## config.mk

```make
export PLATFORM = sky130hd
export DESIGN_NAME = regfile_port_arbiter
export DESIGN_NICKNAME = d
export VERILOG_FILES = /design/src/rtl/regfile_port_arbiter.sv
export SDC_FILE = /design/constraint.sdc
export NUM_CORES = 1
export LEC_CHECK = 0
export ABC_AREA = 1
export BUFFER_PORTS_ARGS = -buffer_cell sky130_fd_sc_hd__buf_2
export CAP_MARGIN = 10
export CORE_MARGIN = 10
export CORE_UTILIZATION = 49
export CTS_BUF_LIST = sky130_fd_sc_hd__clkbuf_16
export DETAILED_ROUTE_END_ITERATION = 6
export PLACE_DENSITY = 0.83
export SYNTH_ARGS = -nofsm -noshare
export SYNTH_HDL_FRONTEND = slang
export SYNTH_SLANG_ARGS = --single-unit
```

## constraint.sdc

```tcl
create_clock -name clk -period 2.5 [get_ports clk]
set_clock_uncertainty 0.05 [all_clocks]
set_input_delay 0.5 -clock clk [delete_from_list [all_inputs] [get_ports clk]]
set_output_delay 0.5 -clock clk [all_outputs]
set_load 0.01 [all_outputs]
```

## src/rtl/regfile_port_arbiter.sv

```systemverilog
// Round-robin arbiter that shares one 8x8 register file between requesters A and B.
// Each accepted transaction runs IDLE -> ACCESS -> DONE; every output is registered.
module regfile_port_arbiter #(
    parameter int unsigned DATA_W = 8,
    parameter int unsigned ADDR_W = 3
) (
    input  logic                       clk,
    input  logic                       rst_n,
    input  logic                       req_a,
    input  logic                       we_a,
    input  logic [ADDR_W-1:0]          addr_a,
    input  logic [DATA_W-1:0]          wdata_a,
    output logic                       gnt_a,
    output logic                       done_a,
    input  logic                       req_b,
    input  logic                       we_b,
    input  logic [ADDR_W-1:0]          addr_b,
    input  logic [DATA_W-1:0]          wdata_b,
    output logic                       gnt_b,
    output logic                       done_b,
    output logic [DATA_W-1:0]          rdata,
    output logic [ADDR_W-1:0]          rf_read,
    output logic [(1<<ADDR_W)-1:0]     rf_load,
    output logic [DATA_W-1:0]          rf_din,
    input  logic [DATA_W-1:0]          rf_dout
);

    localparam int unsigned NREGS = 1 << ADDR_W;

    typedef enum logic [1:0] {
        IDLE   = 2'd0,
        ACCESS = 2'd1,
        DONE   = 2'd2
    } state_t;

    state_t state, stateNext;

    // rrPtrB=1 means B wins the next tie; ownerB marks the side being served.
    logic rrPtrB, rrPtrBNext;
    logic ownerB, ownerBNext;
    logic weLat,  weLatNext;

    logic                 pickB;
    logic                 selWe;
    logic [ADDR_W-1:0]    selAddr;
    logic [DATA_W-1:0]    selWdata;

    logic                 gntANext, gntBNext;
    logic                 doneANext, doneBNext;
    logic [DATA_W-1:0]    rdataNext;
    logic [ADDR_W-1:0]    rfReadNext;
    logic [NREGS-1:0]     rfLoadNext;
    logic [DATA_W-1:0]    rfDinNext;

    // State register.
    always_ff @(posedge clk or negedge rst_n) begin
        if (!rst_n) begin
            state <= IDLE;
        end else begin
            state <= stateNext;
        end
    end

    // Next-state, arbitration and next-output decode.
    always_comb begin
        stateNext  = state;
        rrPtrBNext = rrPtrB;
        ownerBNext = ownerB;
        weLatNext  = weLat;
        pickB      = 1'b0;
        selWe      = 1'b0;
        selAddr    = '0;
        selWdata   = '0;
        gntANext   = 1'b0;
        gntBNext   = 1'b0;
        doneANext  = 1'b0;
        doneBNext  = 1'b0;
        rdataNext  = rdata;
        rfReadNext = rf_read;
        rfLoadNext = '0;
        rfDinNext  = rf_din;

        case (state)
            IDLE: begin
                if (req_a || req_b) begin
                    pickB    = req_b && (!req_a || rrPtrB);
                    selWe    = pickB ? we_b    : we_a;
                    selAddr  = pickB ? addr_b  : addr_a;
                    selWdata = pickB ? wdata_b : wdata_a;

                    ownerBNext = pickB;
                    weLatNext  = selWe;
                    rfReadNext = selAddr;
                    rfDinNext  = selWdata;
                    gntANext   = !pickB;
                    gntBNext   = pickB;
                    if (selWe) begin
                        rfLoadNext[selAddr] = 1'b1;
                    end
                    stateNext = ACCESS;
                end
            end

            ACCESS: begin
                // rf_dout is valid here because rf_read was registered on entry.
                if (!weLat) begin
                    rdataNext = rf_dout;
                end
                doneANext = !ownerB;
                doneBNext = ownerB;
                stateNext = DONE;
            end

            DONE: begin
                rrPtrBNext = !ownerB;
                stateNext  = IDLE;
            end

            default: begin
                stateNext = IDLE;
            end
        endcase
    end

    // Registered control and outputs.
    always_ff @(posedge clk or negedge rst_n) begin
        if (!rst_n) begin
            rrPtrB  <= 1'b0;
            ownerB  <= 1'b0;
            weLat   <= 1'b0;
            gnt_a   <= 1'b0;
            gnt_b   <= 1'b0;
            done_a  <= 1'b0;
            done_b  <= 1'b0;
            rdata   <= '0;
            rf_read <= '0;
            rf_load <= '0;
            rf_din  <= '0;
        end else begin
            rrPtrB  <= rrPtrBNext;
            ownerB  <= ownerBNext;
            weLat   <= weLatNext;
            gnt_a   <= gntANext;
            gnt_b   <= gntBNext;
            done_a  <= doneANext;
            done_b  <= doneBNext;
            rdata   <= rdataNext;
            rf_read <= rfReadNext;
            rf_load <= rfLoadNext;
            rf_din  <= rfDinNext;
        end
    end

endmodule
```

Word level (Yosys, flattened, before mapping)

Cells that the tools add are included.

Bits of input ports: 36
Register bits after elaboration: 36
Output and inout bits: 31

Magnitude comparators: 2
Mux-type cells: 16
Bitwise gates (word level): 1
Reduce and logical (&&, ||, !) cells: 10
Equality and inequality tests: 3

Operator list:

| cell                                                       | count |
|---|---|
| two-way mux 8 bit                                          | 4 |
| two-way mux 1 bit                                          | 8 |
| less-than comparator 3 x 4 -> 1 bit, second input constant | 1 |
| case mux 2 bit (2 select lines)                            | 1 |
| AND reduction 2 bit                                        | 2 |
| demux 1 bit (select 3 bit)                                 | 1 |
| >= comparator 3 x 1 -> 1 bit, second input constant        | 1 |
| zero test 1 bit                                            | 3 |
| two-way mux 3 bit                                          | 1 |
| == test 2 x 1 -> 1 bit, second input constant              | 1 |
| == test 2 bit, second input constant                       | 1 |
| logical AND 1 bit                                          | 2 |
| zero test 2 bit                                            | 1 |
| logical OR 1 bit                                           | 2 |
| two-way mux 2 bit                                          | 1 |
| != test 2 bit, second input constant                       | 1 |
| inverter 1 bit                                             | 1 |

Logic depth before layout (Yosys ltp)

Gate-level depths: netlist of the first run.

Depth in word-level cells: 11
Mapped depth: 8
Mapped depth without buffers: 8

Worst setup path after synthesis of the first run

OpenSTA, ideal clock, no wires.

Path kind: in2reg
Start: in req_a
End: reg rf_load[4]
Path slack: 1.298 ns
Arrival: 1.080 ns
Data required time: 2.378 ns
Cell stages on the path: 7
Cells stage by stage: nand2_2 nand2_4 buf_6 nand2_1 nand2_1 nand2_1 nor2_1

Cells in the longest elaborated chain, start to end: 11
Elaborated cells on any way between the ends: 14
Classes of those cells: 2 x order compare; 7 x mux; 5 x reduce/logical

Ends and longest elaborated chain:

| element                                                                                                          | RTL line | RTL |
|---|---|---|
| from (decl)                                                                                                      | 9        | `input logic req_a,` |
| zero test 1 bit                                                                                                  | 86       | `pickB = req_b && (!req_a \|\| rrPtrB);` |
| logical OR 1 bit                                                                                                 | 86       |  |
| logical AND 1 bit                                                                                                | 86       |  |
| two-way mux 3 bit                                                                                                | 88       | `selAddr = pickB ? addr_b : addr_a;` |
| less-than comparator 3 x 4 -> 1 bit (not written as such) / >= comparator 3 x 1 -> 1 bit (equally long branches) | 98       | `rfLoadNext[selAddr] = 1'b1;` |
| logical AND 1 bit (not written as such)                                                                          | 98       |  |
| two-way mux 1 bit (not written as such)                                                                          | 98       |  |
| demux 1 bit (select 3 bit)                                                                                       | 98       |  |
| two-way mux 8 bit                                                                                                | 97       | `if (selWe) begin` |
| two-way mux 8 bit (*)                                                                                            | 85       | `if (req_a \|\| req_b) begin` |
| two-way mux 8 bit (*)                                                                                            | 83       | `case (state)` |
| via rfLoadNext[4]                                                                                                | 52       | `logic [NREGS-1:0] rfLoadNext;` |
| to (signal assigned)                                                                                             | 149      | `rf_load <= rfLoadNext;` |
| to (decl)                                                                                                        | 23       | `output logic [(1<<ADDR_W)-1:0] rf_load,` |

The timed path passes the listed nets; every way through them passes the cells marked *.
A chain may end at the register's enable or synchronous reset.

Worst setup path after layout of the first run

Start: reg state[1]
End: reg rdata[6]

Cells in the longest elaborated chain, start to end: 2

Ends and longest elaborated chain:

| element                       | RTL line | RTL |
|---|---|---|
| from (decl)                   | 36       | `state_t state, stateNext;` |
| from (signal assigned)        | 60       | `state <= stateNext;` |
| == test 2 x 1 -> 1 bit        | 83       |  |
| AND reduction 2 bit (no line) | n/a      |  |
| to (signal assigned)          | 147      | `rdata <= rdataNext;` |
| to (decl)                     | 21       | `output logic [DATA_W-1:0] rdata,` |

Every way passes these cells.

==> results of run 1 <==
## worst max-delay path, cell delays in order (launching register included)
cell and delay (ns):
dfrtp_1 0.41, nor2_1 0.50, nand2_1 0.32, nand2_1 0.13
nand2_1 0.06
## through the flow
stage | power (W) | hold slack, ns | utilization (%)
floorplan | 0.00148 | 0.154 | -
global placement | 0.00176 | 0.394 | 61.5
detailed placement | 0.00179 | 0.395 | 61.5
CTS | 0.00237 | 0.267 | 65.9
global route | 0.00253 | 0.307 | 65.9
finish | 0.00233 | 0.244 | 65.9
## state kept, by name, summed over array words and instances (netlist names)
name and flops:
rf_load 8, ownerB 1, rf_read 3, done_b 1
gnt_b 1, rdata 8, rf_din 8, gnt_a 1
done_a 1, rrPtrB 1, weLat 1, state 2
## worst paths after layout
path / startpoint / endpoint / slack, ns / depth (start not counted)
max: state[1] / rdata[6] / 0.92 / 4
min reg2reg: ownerB / done_a / 0.40 / 1
max reg2reg: state[1] / rdata[6] / 0.92 / 4
min: rst_n / rdata[7] / 0.24 / 1
min in group clk: wdata_a[7] / rf_din[7] / 0.38 / 3
max in group asynchronous: rst_n / rf_load[1] / 1.68 / 1
## report_power, final
part	switching, W	internal [W]	total [W]
Clock	0.000209	0.000356	0.000564
Sequential	0.000110	0.000805	0.000916
Combinational	0.000544	0.000311	0.000855
## cell usage in the layout (no fill, tap or decap)
cell	n
buf_2	66
nand2_1	51
dfrtp_1	36
nor2_1	17
a21oi_1	13
nand3_1	11
inv_1	9
o21ai_1	5
clkbuf_16	5
inv_2	4
clkinv_1	3
nand2_2	2
nand2_4	2
nand3_2	2
nor2_2	1
a21oi_4	1
nand3b_1	1
nor2_4	1
inv_4	1
a31oi_1	1
o21bai_1	1
o21ai_0	1
## cell families (layout without fill, tap and decap cells)
group	Yosys count	count (layout)	share of synthesized area [%]
AND/OR/NAND/NOR	88	88	26.0
flip-flops	36	36	59.9
AO/OA/AOI/OAI	22	22	8.33
buffers and inverters	18	88	5.74
## synthesized netlist by cell type, drive strengths merged
cell type	count
o21ai	6
nand2	55
a31oi	1
dfrtp	36
clkinv	1
o21bai	1
inv	14
nor2	19
nand3b	1
buf	3
a21oi	14
nand3	13
## layer usage
metal  part of all wire, %  vias to the layer above  track usage (%)  wire length [um]
met2                    44                       61             22.4              1650
met4                   1.9                        0             5.57                72
met5                     0                        -                0                 0
met3                    13                        7             9.38               505
met1                    41                      581             15.0              1530
li1                      -                      655                -                 -
## area by class of cell
type	instances	area [sq um]	share of cell area [%]
Clock buffer	5	125	6.32
Clock inverter	2	7.51	0.379
Inverter	15	58.8	2.97
Multi-Input combinational cell	110	515	26.0
Sequential cell	36	901	45.5
Tap cell	33	41.3	2.09
Timing Repair Buffer	66	330	16.7
==> summary.txt, run 1 <==
Place
  • Number of I/O port buffers: 66
  • Post-DP Area: 1850 sq um
  • Total instance count after detailed placement: 260
  • Post-DP HPWL: 2910 um
  • Post-Place Setup Slack: 0.938 ns
  • Gp weighted congestion: 0.705

Global route
  • Wire length of the first global-routing pass: 6090 um
  • Antenna violations before repair: 0
  • Number of global-route vias before repair: 1,372
  • Maximum number of pins on one net before global-route repair: 37
  • Global-route usage over all layers: 14.3%
  • Leftover overflow at the end of global routing: 0

Routing
  • Number of optimization iterations in the first detailed-route pass: 4
  • Post-Route WL: 3760 um
  • Avg WL per Cell: 14.1 um
  • Total via count after detailed routing: 1,304
  • Number of antenna-violating nets in the routed design: 0
  • Number of design rule violations left after detail routing: 0
  • Via count normalized by instance count: 4.88
  • Initial detailed-routing violation count: 58

Timing
  • Fmax: 0.632 GHz
  • Max-slew violation count: 0
  • Setup TNS: 0 ns
  • Setup repair after global routing missed its margin: no
  • Hold violation total from the final report: 0
  • Headroom to the max-slew limit: 49.7%
  • Min Clock Period, post-route: 1.58 ns
  • Setup Viol. Count Final: 0
  • Worst setup margin: 0.917 ns
  • Transition at the pin with the smallest max-transition slack: 0.755 ns
  • Share of the clock period used by the worst path after layout: 63.3%

Worst setup path
  • Data arrival time of the critical path: 1.69 ns
  • Sort of element at the start of the critical path: flip-flop
  • Kind of end point of the critical path: flip-flop
  • Type of the worst setup path: flip-flop to flip-flop
  • Biggest fanout along the worst timing path: 11
  • Critical path required time: 2.61 ns

Floorplan
  • DIE WIDTH: 75.4 um
  • Core area: 3000 sq um
  • Die Outline Area: 5680 sq um
  • Initial core utilization: 50.0%
  • Total number of placement rows: 20
  • Die outline height: 75.4 um
  • Top-level port count: 67

Clock tree
  • Number of setup buffers added after CTS: 0
  • Post-cts repair resize count: 0
  • CTS tree: done
  • Number of buffers created by CTS: 5
  • Max Buffers Root-to-Sink: 2
  • Register clock-pin slew on the reported worst setup and hold paths: 0.05 ns
  • Clock latency at the later pin of the worst-skew pair: 0.27 ns
  • CTS Root Cell: clkbuf_16
  • Clock sink count: 36
  • Hold-fix buffer count after cts: 0
  • H-tree Lvls: 2

Final layout
  • Count of filler cells inserted in the layout: 266
  • Non-Filler Instances: 267
  • Share of layout cells above drive strength 1: 36.3%
  • Ant diodes: 0
  • Area added between synthesis and finish: 31.7%
  • Count of nets after finishing: 270
  • Cell area after layout: 1980 sq um

Synth
  • Top cell type's share of synthesized area: 60.0%
  • Proportion of synthesized chip area in sequential cells: 60.0%
  • Distinct cell type count of the synthesized netlist: 22
  • Total of flip-flops plus latches after synthesis: 36
  • Number of warning messages in the yosys log: 0
  • Synthesized area divided by synthesized cell count: 9.16 sq um
  • Top cells by area in the synthesized netlist: dfrtp_1 60%, nand2_1 13%, a21oi_1 4.3%
  • Post-Synthesis Cell Area: 1500 sq um
  • Net count after synthesis: 200
  • Post-synthesis instance total: 164
  • Library cell occupying the most area in the post-synthesis netlist: dfrtp_1

Power
  • Peak supply drop: 0.000589 V
  • Static leakage: 1.11 nW
  • Total power density per cell area: 1180 nW/um^2

Run
  • Count of maximum capacitance violations: 0

Outcome
  • Result of the run: completed

Min path
  • Class of the tightest hold or removal check: input port to async pin
Note: power is estimated with default switching activity, not from simulation.
==> inputs of run 2 (changes only) <==
CORE_UTILIZATION = 41   (was 49)
PLACE_DENSITY = 0.74   (was 0.83)
clock period = 1.3 ns   (was 2.5 ns; I/O delays follow)
==> summary.txt, run 2 (same netlist as run 1, synthesis figures left out) <==
Power
  • Total power density per cell area: 2220 nW/um^2 (was 1180 nW/um^2)
  • Comb power frac: 39.4% (was 36.6%)
  • Share of total power in the clock network: 23.1% (was 24.2%)
  • Static leakage: 1.18 nW (was 1.11 nW)
  • Switching portion of total power: 36.6% (was 37.0%)
  • Internal Power: 0.00299 W (was 0.00147 W)
  • Peak supply drop: 0.000991 V (was 0.000589 V)
  • Sequential fraction of design power: 37.5% (was 39.2%)
  • Switching power total: 0.00172 W (was 0.000863 W)

Clock tree
  • Clock latency at the later pin of the worst-skew pair: 0.27 ns (about the same)
  • CTS Root Cell: clkbuf_16 (unchanged)
  • CTS tree: done (unchanged)
  • Clock sink count: 36 (unchanged)
  • Number of buffers created by CTS: 5 (unchanged)
  • Max Buffers Root-to-Sink: 2 (unchanged)
  • H-tree Lvls: 2 (unchanged)
  • Register clock-pin slew on the reported worst setup and hold paths: 0.05 ns (about the same)

Worst setup path
  • Critical path, cell by cell: inv_2 > nand2_2 > nand2_4 > inv_2 > nand2_1 > nand3_4 > nor2_1 (was nor2_1 > nand2_1 > nand2_1 > nand2_1)
  • Biggest fanout along the worst timing path: 6 (was 11)
  • Kind of end point of the critical path: flip-flop (unchanged)
  • Top delay family on crit path: simple AND/OR/NAND/NOR gates (unchanged)
  • Cell with the largest stage delay on the worst path: dfrtp_1 (was nor2_1)
  • Count of cell instances traversed by the critical path: 7 (was 4)
  • Worst stage delay on the critical path: 0.38 ns (was 0.50 ns)
  • Type of the worst setup path: flip-flop to flip-flop (unchanged)
  • Worst reg2reg path depth: 7 (was 4)
  • Sort of element at the start of the critical path: flip-flop (unchanged)
  • Data arrival time of the critical path: 1.35 ns (was 1.69 ns)
  • Critical path required time: 1.45 ns (was 2.61 ns)
  • Buffers plus inverters on the worst setup path: 2 (was 0)
  • Most repeated library cell on the critical path: inv_2 (was nand2_1)

Timing
  • Min Clock Period, post-route: 1.21 ns (was 1.58 ns)
  • Headroom to the max-slew limit: 82.4% (was 49.7%)
  • Setup repair after global routing missed its margin: no (unchanged)
  • Setup TNS: 0 ns (unchanged)
  • Hold violation total from the final report: 0 (unchanged)
  • Share of the clock period used by the worst path after layout: 92.8% (was 63.3%)
  • Fmax: 0.829 GHz (was 0.632 GHz)
  • Setup Viol. Count Final: 0 (unchanged)
  • Max-slew violation count: 0 (unchanged)
  • Hold Slack: 0.140 ns (was 0.244 ns)
  • Transition at the pin with the smallest max-transition slack: 0.263 ns (was 0.755 ns)

Routing
  • Number of optimization iterations in the first detailed-route pass: 4 (unchanged)
  • Avg WL per Cell: 13.2 um (was 14.1 um)
  • Number of design rule violations left after detail routing: 0 (unchanged)
  • Via count normalized by instance count: 4.55 (was 4.88)
  • Total via count after detailed routing: 1,332 (was 1,304)
  • Post-Route WL: 3860 um (was 3760 um)
  • Number of antenna-violating nets in the routed design: 0 (unchanged)
  • Initial detailed-routing violation count: 73 (was 58)

Floorplan
  • Die outline height: 80.5 um (was 75.4 um)
  • Core area: 3440 sq um (was 3000 sq um)
  • DIE WIDTH: 80.5 um (was 75.4 um)
  • Total number of placement rows: 21 (was 20)
  • Initial core utilization: 43.7% (was 50.0%)
  • Top-level port count: 67 (unchanged)
  • Die Outline Area: 6490 sq um (was 5680 sq um)

Final layout
  • Combined area of the multi-input logic cells: 551 sq um (was 515 sq um)
  • Count of nets after finishing: 282 (was 270)
  • Commonest non-fill, non-tap cells in the layout: 66 x buf_2, 51 x nand2_1, 36 x dfrtp_1 (unchanged)
  • Area added between synthesis and finish: 41.4% (was 31.7%)
  • Non-Filler Instances: 293 (was 267)
  • Largest registers ranked by flip-flop count: rdata x8, rf_din x8, rf_load x8 (unchanged)
  • Share of layout cells above drive strength 1: 40.1% (was 36.3%)
  • FF+latch area: 901 sq um (unchanged)
  • Count of filler cells inserted in the layout: 310 (was 266)
  • Cell area after layout: 2120 sq um (was 1980 sq um)
  • Ant diodes: 0 (unchanged)
  • Commonest non-fill, non-tap cell in the layout: buf_2 (unchanged)

Global route
  • Number of global-route vias before repair: 1,310 (was 1,372)
  • Leftover overflow at the end of global routing: 0 (unchanged)
  • Maximum number of pins on one net before global-route repair: 37 (unchanged)
  • Global-route usage over all layers: 11.8% (was 14.3%)
  • Wire length of the first global-routing pass: 6030 um (was 6090 um)
  • Antenna violations before repair: 0 (unchanged)

Place
  • Post-DP Area: 1920 sq um (was 1850 sq um)
  • Gp weighted congestion: 0.850 (was 0.705)
  • Post-DP HPWL: 2950 um (was 2910 um)
  • Number of I/O port buffers: 66 (unchanged)
  • Total instance count after detailed placement: 279 (was 260)

Run
  • Count of maximum capacitance violations: 0 (unchanged)

Min path
  • Number of cells on the worst hold path: 3
  • Class of the tightest hold or removal check: input port to flip-flop (was input port to async pin)

Outcome
  • Result of the run: completed (unchanged)
==> run 2: changes by cell type in the layout (fill, tap and decap cells not counted), sizes merged <==
cell,change
clkinv,-1
inv,+2
buf,+9
dlygate4sd3,+1
nand2,+2
==> run 2: worst paths after layout <==
path,from,to,slack (ns)
setup reg to reg,rrPtrB,rf_load[5],0.09
hold reg to reg,ownerB,done_a,0.41
min in group asynchronous,rst_n,rf_load[7],0.43
hold / removal,wdata_a[6],rf_din[6],0.14
setup / recovery,rrPtrB,rf_load[5],0.09
max in group asynchronous,rst_n,rf_din[7],0.59
==> run 2: area by class of cell <==
cell class                 instances  area share, %
timing repair buffer              76           19.8
multi-input combinational        112           25.9
clock inverter                     3          0.530
clock buffer                       5           5.89
inverter                          15           2.77
sequential                        36           42.4
tap                               46           2.71
==> run 2: repair_timing <==
action / 4_1_cts / 5_1_grt
hold buffers: 1 / 0
gates resized for setup: 0 / 5
endpoints found under the setup margin: 0 / 8
buffers inserted: 0 / 3
endpoints found under the hold margin: 36 / 0
==> run 2: power by group through the flow <==
stage | logic [W] | clock network (W) | registers (W)
finish | 0.00186 | 0.00109 | 0.00177
detailed placement | 0.00178 | 0 | 0.00177
floorplan | 0.000907 | 0 | 0.00193
global route | 0.00209 | 0.00116 | 0.00182
CTS | 0.00178 | 0.00111 | 0.00176
global placement | 0.00175 | 0 | 0.00176
==> run 2: layer usage <==
| layer | part of all wire [%] | global-route usage (%) | vias up |
|---|---|---|---|
| li1 | - | - | 681 |
| met1 | 40 | 12.6 | 606 |
| met2 | 49 | 19.3 | 40 |
| met3 | 9.7 | 6.01 | 5 |
| met4 | 1.2 | 4.75 | 0 |
| met5 | 0 | 0 | - |
==> run 2: stage by stage <==
step           utilization [%]  power (W)  worst slack (ns)
3_5_place_dp              55.8    0.00355            0.0471
5_1_grt                   61.7    0.00508           0.00360
2_1_floorplan                -    0.00284             0.164
3_3_place_gp              55.8    0.00351            0.0947
6_report                  61.7    0.00471            0.0939
4_1_cts                   60.1    0.00465            0.0283
==> run 2: worst register-to-register path, stage by stage (launching register included) <==
cell and delay [ns]:
dfrtp_1 0.38, inv_2 0.06, nand2_2 0.08, nand2_4 0.11, inv_2 0.06, nand2_1 0.15
nand3_4 0.11, nor2_1 0.12
